**src/rtl/ysyx_24100029_arb_pkg.sv**
```systemverilog
// Shared types and constants for the two-master AXI4 memory arbiter.
package ysyx_24100029_arb_pkg;

  typedef enum logic [1:0] {
    IDLE  = 2'd0,
    RD_M0 = 2'd1,
    RD_M1 = 2'd2,
    WR_M1 = 2'd3
  } arb_state_e;

  localparam logic M0_ID = 1'b0;
  localparam logic M1_ID = 1'b1;

  localparam int STARVE_W = 8;

  localparam int ADDR_W = 32;
  localparam int DATA_W = 32;
  localparam int ID_W   = 4;

endpackage

```
**src/rtl/ysyx_24100029_arb_pick.sv**
```systemverilog
// Next-grant decision evaluated in IDLE. ARB_ROUND_ROBIN_EN selects round-robin,
// otherwise LSU-first priority with an icache starvation escape.
module ysyx_24100029_arb_pick
  import ysyx_24100029_arb_pkg::*;
#(
  parameter int STARVE_LIMIT = 16
) (
  input  logic                r0,
  input  logic                r1r,
  input  logic                r1w,
`ifdef ARB_ROUND_ROBIN_EN
  input  logic                rr_ptr,
`else
  input  logic [STARVE_W-1:0] starve_cnt,
`endif
  output logic [1:0]          next_state
);

`ifdef ARB_ROUND_ROBIN_EN
  localparam int unused_starve_limit = STARVE_LIMIT;
`endif

  always_comb begin
    // NOTE: default assigned first so every path drives next_state and no latch is inferred.
    next_state = IDLE;
`ifdef ARB_ROUND_ROBIN_EN
    // The master not granted last time wins a tie; inside M1 a write beats a read.
    if (r0 && (rr_ptr == M1_ID || !(r1r || r1w))) next_state = RD_M0;
    else if (r1w)                                  next_state = WR_M1;
    else if (r1r)                                  next_state = RD_M1;
`else
    if (r0 && starve_cnt >= STARVE_W'(STARVE_LIMIT)) next_state = RD_M0;
    else if (r1w)                                    next_state = WR_M1;
    else if (r1r)                                    next_state = RD_M1;
    else if (r0)                                     next_state = RD_M0;
`endif
  end

endmodule

```
**src/rtl/ysyx_24100029_mem_arbiter.sv**
```systemverilog
// Two-master AXI4 arbiter: icache (M0, read-only) and LSU (M1) share one memory port.
// Grant held until the final R/B beat. Define ARB_ROUND_ROBIN_EN for round-robin fairness.
module ysyx_24100029_mem_arbiter
  import ysyx_24100029_arb_pkg::*;
#(
  parameter int STARVE_LIMIT = 16
) (
  input  logic              clock,
  input  logic              reset,
  // M0: icache
  input  logic              m0_arvalid,
  output logic              m0_arready,
  input  logic [ADDR_W-1:0] m0_araddr,
  input  logic [ID_W-1:0]   m0_arid,
  input  logic [7:0]        m0_arlen,
  input  logic [2:0]        m0_arsize,
  input  logic [1:0]        m0_arburst,
  output logic              m0_rvalid,
  input  logic              m0_rready,
  output logic [DATA_W-1:0] m0_rdata,
  output logic [1:0]        m0_rresp,
  output logic              m0_rlast,
  output logic [ID_W-1:0]   m0_rid,
  input  logic              m0_awvalid,
  output logic              m0_awready,
  input  logic              m0_wvalid,
  output logic              m0_wready,
  output logic              m0_bvalid,
  input  logic              m0_bready,
  // M1: LSU
  input  logic              m1_arvalid,
  output logic              m1_arready,
  input  logic [ADDR_W-1:0] m1_araddr,
  input  logic [ID_W-1:0]   m1_arid,
  input  logic [7:0]        m1_arlen,
  input  logic [2:0]        m1_arsize,
  input  logic [1:0]        m1_arburst,
  output logic              m1_rvalid,
  input  logic              m1_rready,
  output logic [DATA_W-1:0] m1_rdata,
  output logic [1:0]        m1_rresp,
  output logic              m1_rlast,
  output logic [ID_W-1:0]   m1_rid,
  input  logic              m1_awvalid,
  output logic              m1_awready,
  input  logic [ADDR_W-1:0] m1_awaddr,
  input  logic [ID_W-1:0]   m1_awid,
  input  logic [7:0]        m1_awlen,
  input  logic [2:0]        m1_awsize,
  input  logic [1:0]        m1_awburst,
  input  logic              m1_wvalid,
  output logic              m1_wready,
  input  logic [DATA_W-1:0] m1_wdata,
  input  logic [3:0]        m1_wstrb,
  input  logic              m1_wlast,
  output logic              m1_bvalid,
  input  logic              m1_bready,
  output logic [1:0]        m1_bresp,
  output logic [ID_W-1:0]   m1_bid,
  // Shared memory port
  output logic              s_arvalid,
  input  logic              s_arready,
  output logic [ADDR_W-1:0] s_araddr,
  output logic [ID_W-1:0]   s_arid,
  output logic [7:0]        s_arlen,
  output logic [2:0]        s_arsize,
  output logic [1:0]        s_arburst,
  input  logic              s_rvalid,
  output logic              s_rready,
  input  logic [DATA_W-1:0] s_rdata,
  input  logic [1:0]        s_rresp,
  input  logic              s_rlast,
  input  logic [ID_W-1:0]   s_rid,
  output logic              s_awvalid,
  input  logic              s_awready,
  output logic [ADDR_W-1:0] s_awaddr,
  output logic [ID_W-1:0]   s_awid,
  output logic [7:0]        s_awlen,
  output logic [2:0]        s_awsize,
  output logic [1:0]        s_awburst,
  output logic              s_wvalid,
  input  logic              s_wready,
  output logic [DATA_W-1:0] s_wdata,
  output logic [3:0]        s_wstrb,
  output logic              s_wlast,
  input  logic              s_bvalid,
  output logic              s_bready,
  input  logic [1:0]        s_bresp,
  input  logic [ID_W-1:0]   s_bid,
  // Status
  output logic              grant_id,
  output logic              busy
);

  arb_state_e state;
  arb_state_e next_st;
  logic [1:0] next_pick;
  logic       addr_done;  // address accepted; blocks a second AR/AW inside one grant
  logic       rd0, rd1, wr1;

  logic unused_m0_write;
  assign unused_m0_write = m0_awvalid | m0_wvalid | m0_bready;

`ifdef ARB_ROUND_ROBIN_EN
  logic rr_ptr;
`else
  logic [STARVE_W-1:0] starve_cnt;
`endif

  ysyx_24100029_arb_pick #(.STARVE_LIMIT(STARVE_LIMIT)) u_pick (
    .r0         (m0_arvalid),
    .r1r        (m1_arvalid),
    .r1w        (m1_awvalid),
`ifdef ARB_ROUND_ROBIN_EN
    .rr_ptr     (rr_ptr),
`else
    .starve_cnt (starve_cnt),
`endif
    .next_state (next_pick)
  );

  assign next_st = arb_state_e'(next_pick);

  always_ff @(posedge clock or negedge reset) begin
    // NOTE: sequential state uses non-blocking assignments; the async reset drops any burst in flight.
    if (!reset) begin
      state     <= IDLE;
      addr_done <= 1'b0;
`ifdef ARB_ROUND_ROBIN_EN
      rr_ptr    <= M0_ID;
`else
      starve_cnt <= '0;
`endif
    end else begin
      case (state)
        IDLE: begin
          state     <= next_st;
          addr_done <= 1'b0;
`ifdef ARB_ROUND_ROBIN_EN
          if (next_st != IDLE) rr_ptr <= (next_st == RD_M0) ? M0_ID : M1_ID;
`else
          if (next_st == RD_M0)
            starve_cnt <= '0;
          else if (m0_arvalid && (next_st == RD_M1 || next_st == WR_M1) && starve_cnt != '1)
            starve_cnt <= starve_cnt + 1'b1;
`endif
        end
        RD_M0, RD_M1: begin
          if (s_arvalid && s_arready) addr_done <= 1'b1;
          if (s_rvalid && s_rready && s_rlast) state <= IDLE;
        end
        WR_M1: begin
          if (s_awvalid && s_awready) addr_done <= 1'b1;
          if (s_bvalid && s_bready) state <= IDLE;
        end
        default: state <= IDLE;
      endcase
    end
  end

  assign rd0      = (state == RD_M0);
  assign rd1      = (state == RD_M1);
  assign wr1      = (state == WR_M1);
  assign busy     = (state != IDLE);
  assign grant_id = (rd1 || wr1) ? M1_ID : M0_ID;

  // AR channel: payload follows the owner, valid/ready only while the address is pending.
  assign s_arvalid  = ~addr_done & ((rd0 & m0_arvalid) | (rd1 & m1_arvalid));
  assign s_araddr   = rd0 ? m0_araddr  : m1_araddr;
  assign s_arid     = rd0 ? m0_arid    : m1_arid;
  assign s_arlen    = rd0 ? m0_arlen   : m1_arlen;
  assign s_arsize   = rd0 ? m0_arsize  : m1_arsize;
  assign s_arburst  = rd0 ? m0_arburst : m1_arburst;
  assign m0_arready = rd0 & ~addr_done & s_arready;
  assign m1_arready = rd1 & ~addr_done & s_arready;

  assign m0_rvalid = rd0 & s_rvalid;
  assign m1_rvalid = rd1 & s_rvalid;
  assign s_rready  = (rd0 & m0_rready) | (rd1 & m1_rready);
  assign m0_rdata  = s_rdata;
  assign m0_rresp  = s_rresp;
  assign m0_rlast  = s_rlast;
  assign m0_rid    = s_rid;
  assign m1_rdata  = s_rdata;
  assign m1_rresp  = s_rresp;
  assign m1_rlast  = s_rlast;
  assign m1_rid    = s_rid;

  assign s_awvalid  = wr1 & ~addr_done & m1_awvalid;
  assign m1_awready = wr1 & ~addr_done & s_awready;
  assign s_awaddr   = m1_awaddr;
  assign s_awid     = m1_awid;
  assign s_awlen    = m1_awlen;
  assign s_awsize   = m1_awsize;
  assign s_awburst  = m1_awburst;

  assign s_wvalid  = wr1 & m1_wvalid;
  assign m1_wready = wr1 & s_wready;
  assign s_wdata   = m1_wdata;
  assign s_wstrb   = m1_wstrb;
  assign s_wlast   = m1_wlast;

  assign m1_bvalid = wr1 & s_bvalid;
  assign s_bready  = wr1 & m1_bready;
  assign m1_bresp  = s_bresp;
  assign m1_bid    = s_bid;

  assign m0_awready = 1'b0;
  assign m0_wready  = 1'b0;
  assign m0_bvalid  = 1'b0;

endmodule
```
**config.mk**
```make
export PLATFORM = sky130hd
export DESIGN_NAME = ysyx_24100029_mem_arbiter
export DESIGN_NICKNAME = d
export VERILOG_FILES = /design/src/rtl/ysyx_24100029_arb_pkg.sv /design/src/rtl/ysyx_24100029_arb_pick.sv /design/src/rtl/ysyx_24100029_mem_arbiter.sv
export SDC_FILE = /design/constraint.sdc
export NUM_CORES = 1
export LEC_CHECK = 0
export CAP_MARGIN = 20
export CORE_AREA = 2 2 186 188
export DETAILED_ROUTE_END_ITERATION = 12
export DIE_AREA = 0 0 188 190
export PLACE_DENSITY = 0.35
export SLEW_MARGIN = 15
export SYNTH_ARGS = -nofsm -noshare
export SYNTH_HDL_FRONTEND = slang
export SYNTH_SLANG_ARGS = --single-unit
```
**constraint.sdc**
```tcl
create_clock -name clock -period 3 [get_ports clock]
set_input_delay 0.75 -clock clock [delete_from_list [all_inputs] [get_ports clock]]
set_output_delay 0.75 -clock clock [all_outputs]
set_load 0.02 [all_outputs]
```
==> impl_metrics.tcl, run 1 <==
set metrics [dict create \
    vdd_drop_max_v 0.000291 \
    portBuffers 177 \
    post_synth_and_or_nand_nor_area_fraction 0.0697 \
    grt_use_met1 0.0546 \
    use_met3 0.0528 \
    die_h_um 190 \
    worstHoldStart "starve_cnt[6]$_DFFE_PN0P_" \
    synthCells 310 \
    synth-compound-area-share 0.0607 \
    rsz0062_at_grt "false" \
    cts_htree_levels 1 \
    post-route-util 0.114 \
    dp_hpwl_mm 10.1 \
    ys_ff_latch 11 \
    synth.distinct_cells 33 \
    finalHoldViolCount 0 \
    cts_made_buffers 3 \
    setup_ws_ns 0.0649 \
    clkLatencyLatePin_ns 0.24 \
    ctsResizeCount 1 \
    root_buffer "clkbuf_16" \
    r2r_slack_ns 1.03 \
    drv_slew 0 \
    yosysTopAreaCell "buf_4" \
    drtPass1Iterations 4 \
    endpoint_kind "primary output" \
    synth_area_leaders "buf_4 (49%), mux2_2 (21%), dfrtp_1 (10%)" \
    wl_per_cell_um 14.8 \
    cts_sinks 11 \
    cts_tree "yes" \
    fin_crit_sh 0.978 \
    clk_path_buf_depth 2 \
    min_path_type "flip-flop to flip-flop" \
    synth_most_common_cell "buf_4" \
    slew_headroom 0.629 \
    status "completed" \
    grt_usage 0.0580 \
    ios 482 \
    routed_via_density 2.51 \
    tns_ns 0 \
    min_path_cells 1 \
    met2_usage 0.0937 \
    ys.flop_type "dfrtp_1" \
    setup_viol 0 \
    grt_max_degree 27 \
    synth_common_cells "buf_4 (174), mux2_2 (49), and2_1 (11), dfrtp_1 (11), inv_1 (10)" \
    syn_avg_cell_area_um2 8.57 \
    start_util 0.0783 \
    synth_top_family_by_area "buffers and inverters" \
    min_to "starve_cnt[6]$_DFFE_PN0P_" \
    antenna_left 0 \
    place_congestion 0.686 \
    synth_top_cell_area_share 0.492 \
    muxShareOfSynthArea 0.219 \
    fp.dieW_um 188 \
    busiest_layer "met2" \
    worstPathMaxFanout 26 \
    cts_hold_buf 0 \
    post-cts-setup-buffers 0 \
    synth_edf_count 0 \
    cts.clk_slew.worst_paths_ns 0.04 \
    skew_ns 0.00247 \
    crit_type "flip-flop to primary output" \
    drive_gt1_frac 0.212 \
    tightest_slew_ns 0.554 \
    async_flop_share 1.00 \
    grt_pass1_wl_mm 14.9 \
    fmax_ghz 0.341 \
    reg2reg_to "state[0]$_DFFE_PN0P_" \
    drv_cap 0 \
    cellPowerDensity_mw_per_mm2 573 \
    critical_path_required_ns 2.25 \
    crit_arrival_ns 2.19 \
    r2r_start "state[1]$_DFFE_PN0P_" \
    ys_warn_count 0 \
    antenna_found_initial 0 \
    grt_overflow 0 \
    grt_pass1_vias 1965 \
    vias 1951 \
    rows 68 \
    die_area_mm2 0.0357 \
    ys_seq_area_frac 0.104 \
    area_growth_pct 45.1 \
    final_nets 574 \
    crit_path_start_kind "flip-flop" \
    antenna_cells 0 \
    drt_iter0_drc 33 \
    drc 0 \
    synth_fa_ha_area_frac 0.0282 \
    cp-startpoint "state[1]$_DFFE_PN0P_" \
    core_mm2 0.0339 \
    totalWireLength_mm 11.5 \
    reg2regPathDepth 6 \
    leakagePower_nw 1.39 \
    synth.cell_area_mm2 0.00266 \
    synth-xor-area-share 0 \
    post-route-min-period_ns 2.94 \
    post-place-ws_ns -0.0311 \
]
## flip-flops by register name, summed over array words and instances, names as in the netlist
name	flops
addr_done	1
starve_cnt	8
state	2
## layer usage
metal | up-vias | wire length (µm)
li1 | 864 | -
met1 | 822 | 3630
met2 | 249 | 5320
met3 | 16 | 2410
met4 | 0 | 126
met5 | - | 0
## critical path, cell delays in order (launching register included)
cell,delay [ns]
dfrtp_1,0.39
inv_1,0.11
ha_2,0.26
buf_12,0.20
mux2_2,0.39
clkdlybuf4s50_1,0.56
## per-stage QoR
stage          cells  instance area, µm²  power (mW)  hold slack (ns)
5_1_grt          776                3850        2.36            0.567
3_5_place_dp     772                3770        2.01            0.538
6_report         776                3850        2.21            0.546
3_3_place_gp     772                3770        2.03            0.536
4_1_cts          776                3840        2.26            0.550
2_1_floorplan    312                2670        1.51            0.454
## cell families (layout without fill, tap and decap cells)
| kind of cell | count (synthesis) | in the layout |
|---|---|---|
| AND/OR/NAND/NOR | 30 | 30 |
| adder cells (fa/ha/maj) | 6 | 6 |
| AO/OA/AOI/OAI | 20 | 20 |
| multiplexers | 52 | 52 |
| other | 1 | 3 |
| flip-flops | 11 | 11 |
| buffers and inverters | 190 | 199 |
## worst max path at each step
| stage | cells after the start | slack (ns) | endpoint |
|---|---|---|---|
| 2_1_floorplan | 5 | 0.92 | s_araddr[0] |
| 3_3_place_gp | 5 | -0.04 | s_arvalid |
| 3_5_place_dp | 5 | -0.03 | s_arvalid |
| 4_1_cts | 5 | 0.03 | s_araddr[30] |
| 5_1_grt | 5 | 0.003 | s_arid[2] |
| 6_report | 5 | 0.06 | s_araddr[26] |
## power breakdown
part / switching [mW] / total (mW) / internal (mW)
registers: 0.0635 / 0.265 / 0.202
logic: 0.798 / 1.70 / 0.905
clock network: 0.0630 / 0.241 / 0.178
## area by class of cell
type	count	area (µm²)
Tap cell	455	569
Timing Repair Buffer	185	1880
Inverter	10	37.5
Sequential cell	11	275
Fill cell	3831	30100
Multi-Input combinational cell	111	1020
Clock buffer	4	78.8
## placed cells by master, fill, tap and decap left out
master	n
and3_1	1
clkbuf_1	1
mux2_2	49
a41oi_1	2
dlymetal6s2s_1	4
ha_1	5
nor4_4	1
o311ai_2	1
buf_4	6
a31oi_1	1
dfrtp_1	11
a22oi_2	1
o21ai_0	4
a221oi_2	1
and2_1	11
inv_1	10
a21boi_0	1
o31a_1	1
nor2b_1	1
a22oi_1	2
o22ai_1	1
o21ai_2	1
or2_2	1
nor3b_1	1
o2111ai_1	1
clkbuf_16	3
mux2i_1	2
dlygate4sd2_1	1
ha_2	1
buf_12	3
and3b_1	3
conb_1	3
nand3_1	1
o221ai_1	1
a21oi_1	2
clkdlybuf4s50_1	171
nand2_1	9
nor2_1	1
mux2_1	1
No activity file was read; power rests on OpenSTA's default activity.
==> run 2, diff against run 1 <==
SLEW_MARGIN = 20   (was 15)
==> results of run 2 <==
Final layout, timing and power as in run 1 (identical DEF).
==> run 3, diff against run 2 <==
HOLD_SLACK_MARGIN = 0.03   (was not set)
SKIP_CTS_REPAIR_TIMING = 1   (was not set)
==> run 3 against run 2 <==
Compared with the run above:
- clock skew unchanged
- sequential share of layout area about the same
- setup slack unchanged
- design area about the same
- first-iteration DRC count unchanged
- maximum frequency unchanged
- largest power group unchanged
==> impl_metrics.tcl, run 3 (synthesis results as in run 1) <==
set metrics [dict create \
    die_area_mm2 0.0357 \
    tightest_slew_ns 0.554 \
    highest_layer "met4" \
    cellPowerDensity_mw_per_mm2 573 \
    grt_usage 0.0580 \
    path_delay_family "buffers and inverters" \
    endpoint_kind "primary output" \
    clkLatencyLatePin_ns 0.24 \
    drt_iter0_drc 33 \
    clk_path_buf_depth 2 \
    drc 0 \
    min_path_cells 1 \
    drv_cap 0 \
    post-route-min-period_ns 2.94 \
    min_to "starve_cnt[6]$_DFFE_PN0P_" \
    reg_top3 "starve_cnt: 8 flops, state: 2 flops, addr_done: 1 flops" \
    area_growth_pct 45.2 \
    largest_reg_flops 8 \
    fp.dieW_um 188 \
    top_register "starve_cnt" \
    final_area_mm2 0.00386 \
    fin_crit_sh 0.978 \
    swShare 0.418 \
    die_h_um 190 \
    wl_met2_mm 5.32 \
    crit_slowest_cell "clkdlybuf4s50_1" \
    worstHoldStart "starve_cnt[6]$_DFFE_PN0P_" \
    finalHoldViolCount 0 \
    drv_slew 0 \
    antenna_cells 0 \
    slew_headroom 0.629 \
    reg2regPathDepth 6 \
    intPower_mw 1.29 \
    worstPathMaxFanout 26 \
    cpPeakStageDelay_ns 0.56 \
    critical_path_required_ns 2.25 \
    multi_input_area_mm2 0.00102 \
    reg2reg_to "state[0]$_DFFE_PN0P_" \
    dp_hpwl_mm 10.1 \
    rows 68 \
    wl_per_cell_um 14.8 \
    cts_tree "yes" \
    tns_ns 0 \
    ios 482 \
    drt-met1-wl_mm 3.63 \
    setup_viol 0 \
    grt_pass1_wl_mm 14.9 \
    grt_pass1_vias 1965 \
    final_cell_mix "clkdlybuf4s50_1 (171), mux2_2 (49), and2_1 (11), dfrtp_1 (11), inv_1 (10)" \
    crit_path_start_kind "flip-flop" \
    routed_via_density 2.51 \
    grt_max_degree 27 \
    min_path_type "flip-flop to flip-flop" \
    skew_ns 0.00247 \
    r2r_slack_ns 1.03 \
    placed_area_mm2 0.00377 \
    drtPass1Iterations 4 \
    antenna_left 0 \
    portBuffers 177 \
    status "completed" \
    r2r_start "state[1]$_DFFE_PN0P_" \
    totalWireLength_mm 11.5 \
    cts_sinks 11 \
    leakagePower_nw 1.40 \
    dr_wl_met3_mm 2.41 \
    core_mm2 0.0339 \
    p_comb_frac 0.771 \
    fmax_ghz 0.341 \
    fill_cells 3829 \
    vdd_drop_max_v 0.000291 \
    root_buffer "clkbuf_16" \
    crit_chain "inv_1 -> ha_2 -> buf_12 -> mux2_2 -> clkdlybuf4s50_1" \
    seqCellArea_um2 275 \
    clkPwrFrac 0.109 \
    crit_buf_inv 3 \
    p_seq_frac 0.120 \
    cts_htree_levels 1 \
    drive_gt1_frac 0.212 \
    rsz0062_at_grt "false" \
    cts_made_buffers 3 \
    layout_commonest_cell "clkdlybuf4s50_1" \
    power.switching_uw 924 \
    place_congestion 0.686 \
    vias 1951 \
    final_nets 574 \
    crit_type "flip-flop to primary output" \
    antenna_found_initial 0 \
    start_util 0.0783 \
    grt_overflow 0 \
    cts.clk_slew.worst_paths_ns 0.04 \
    crit_arrival_ns 2.19 \
]
[run 3: layout make-up]
type	instances	share of cell area
sequential	11	0.0713
timing repair buffer	185	0.487
tap	455	0.148
inverter	10	0.00973
clock buffer	4	0.0204
multi-input combinational	111	0.264
[run 3: routing by layer]
layer,vias up,GRT usage
met4,0,0.0124
li1,864,-
met5,-,0
met2,249,0.0937
met1,822,0.0546
met3,16,0.0528
[run 3: how the worst max path moves through the flow]
| stage | to | slack, ns | from | cells past startpoint |
|---|---|---|---|---|
| floorplan | s_araddr[0] | 0.92 | state[1]$_DFFE_PN0P_ | 5 |
| global placement | s_arvalid | -0.04 | m0_arvalid | 5 |
| detailed placement | s_arvalid | -0.03 | m0_arvalid | 5 |
| CTS | s_arvalid | -0.03 | m0_arvalid | 5 |
| global route | s_arid[2] | 0.003 | state[1]$_DFFE_PN0P_ | 5 |
| finish | s_araddr[26] | 0.06 | state[1]$_DFFE_PN0P_ | 5 |
[run 3: power groups by stage]
| stage | Sequential [mW] | Clock (mW) | Combinational [mW] |
|---|---|---|---|
| 6_report | 0.265 | 0.241 | 1.70 |
| 5_1_grt | 0.276 | 0.258 | 1.83 |
| 4_1_cts | 0.266 | 0.248 | 1.75 |
| 3_5_place_dp | 0.268 | 0 | 1.75 |
| 3_3_place_gp | 0.269 | 0 | 1.76 |
| 2_1_floorplan | 0.250 | 0 | 1.26 |
[run 3: worst reg2reg max path: cells and delay by family (launching register included)]
| family | cells | cell delay, ns |
|---|---|---|
| AOI/OAI and AO/OA | 2 | 0.54 |
| adders and majority gates | 1 | 0.26 |
| buffers and inverters | 2 | 0.31 |
| DFF | 1 | 0.39 |
| muxes | 1 | 0.35 |
[run 3: metrics by stage]
step	worst slack (ns)	hold WS, ns	util	std cells	power [mW]
floorplan	0.916	0.454	-	312	1.51
global placement	-0.0417	0.536	0.111	772	2.03
detailed placement	-0.0311	0.538	0.111	772	2.01
CTS	-0.0311	0.550	0.113	776	2.27
global route	0.00331	0.567	0.114	776	2.36
finish	0.0649	0.546	0.114	776	2.21
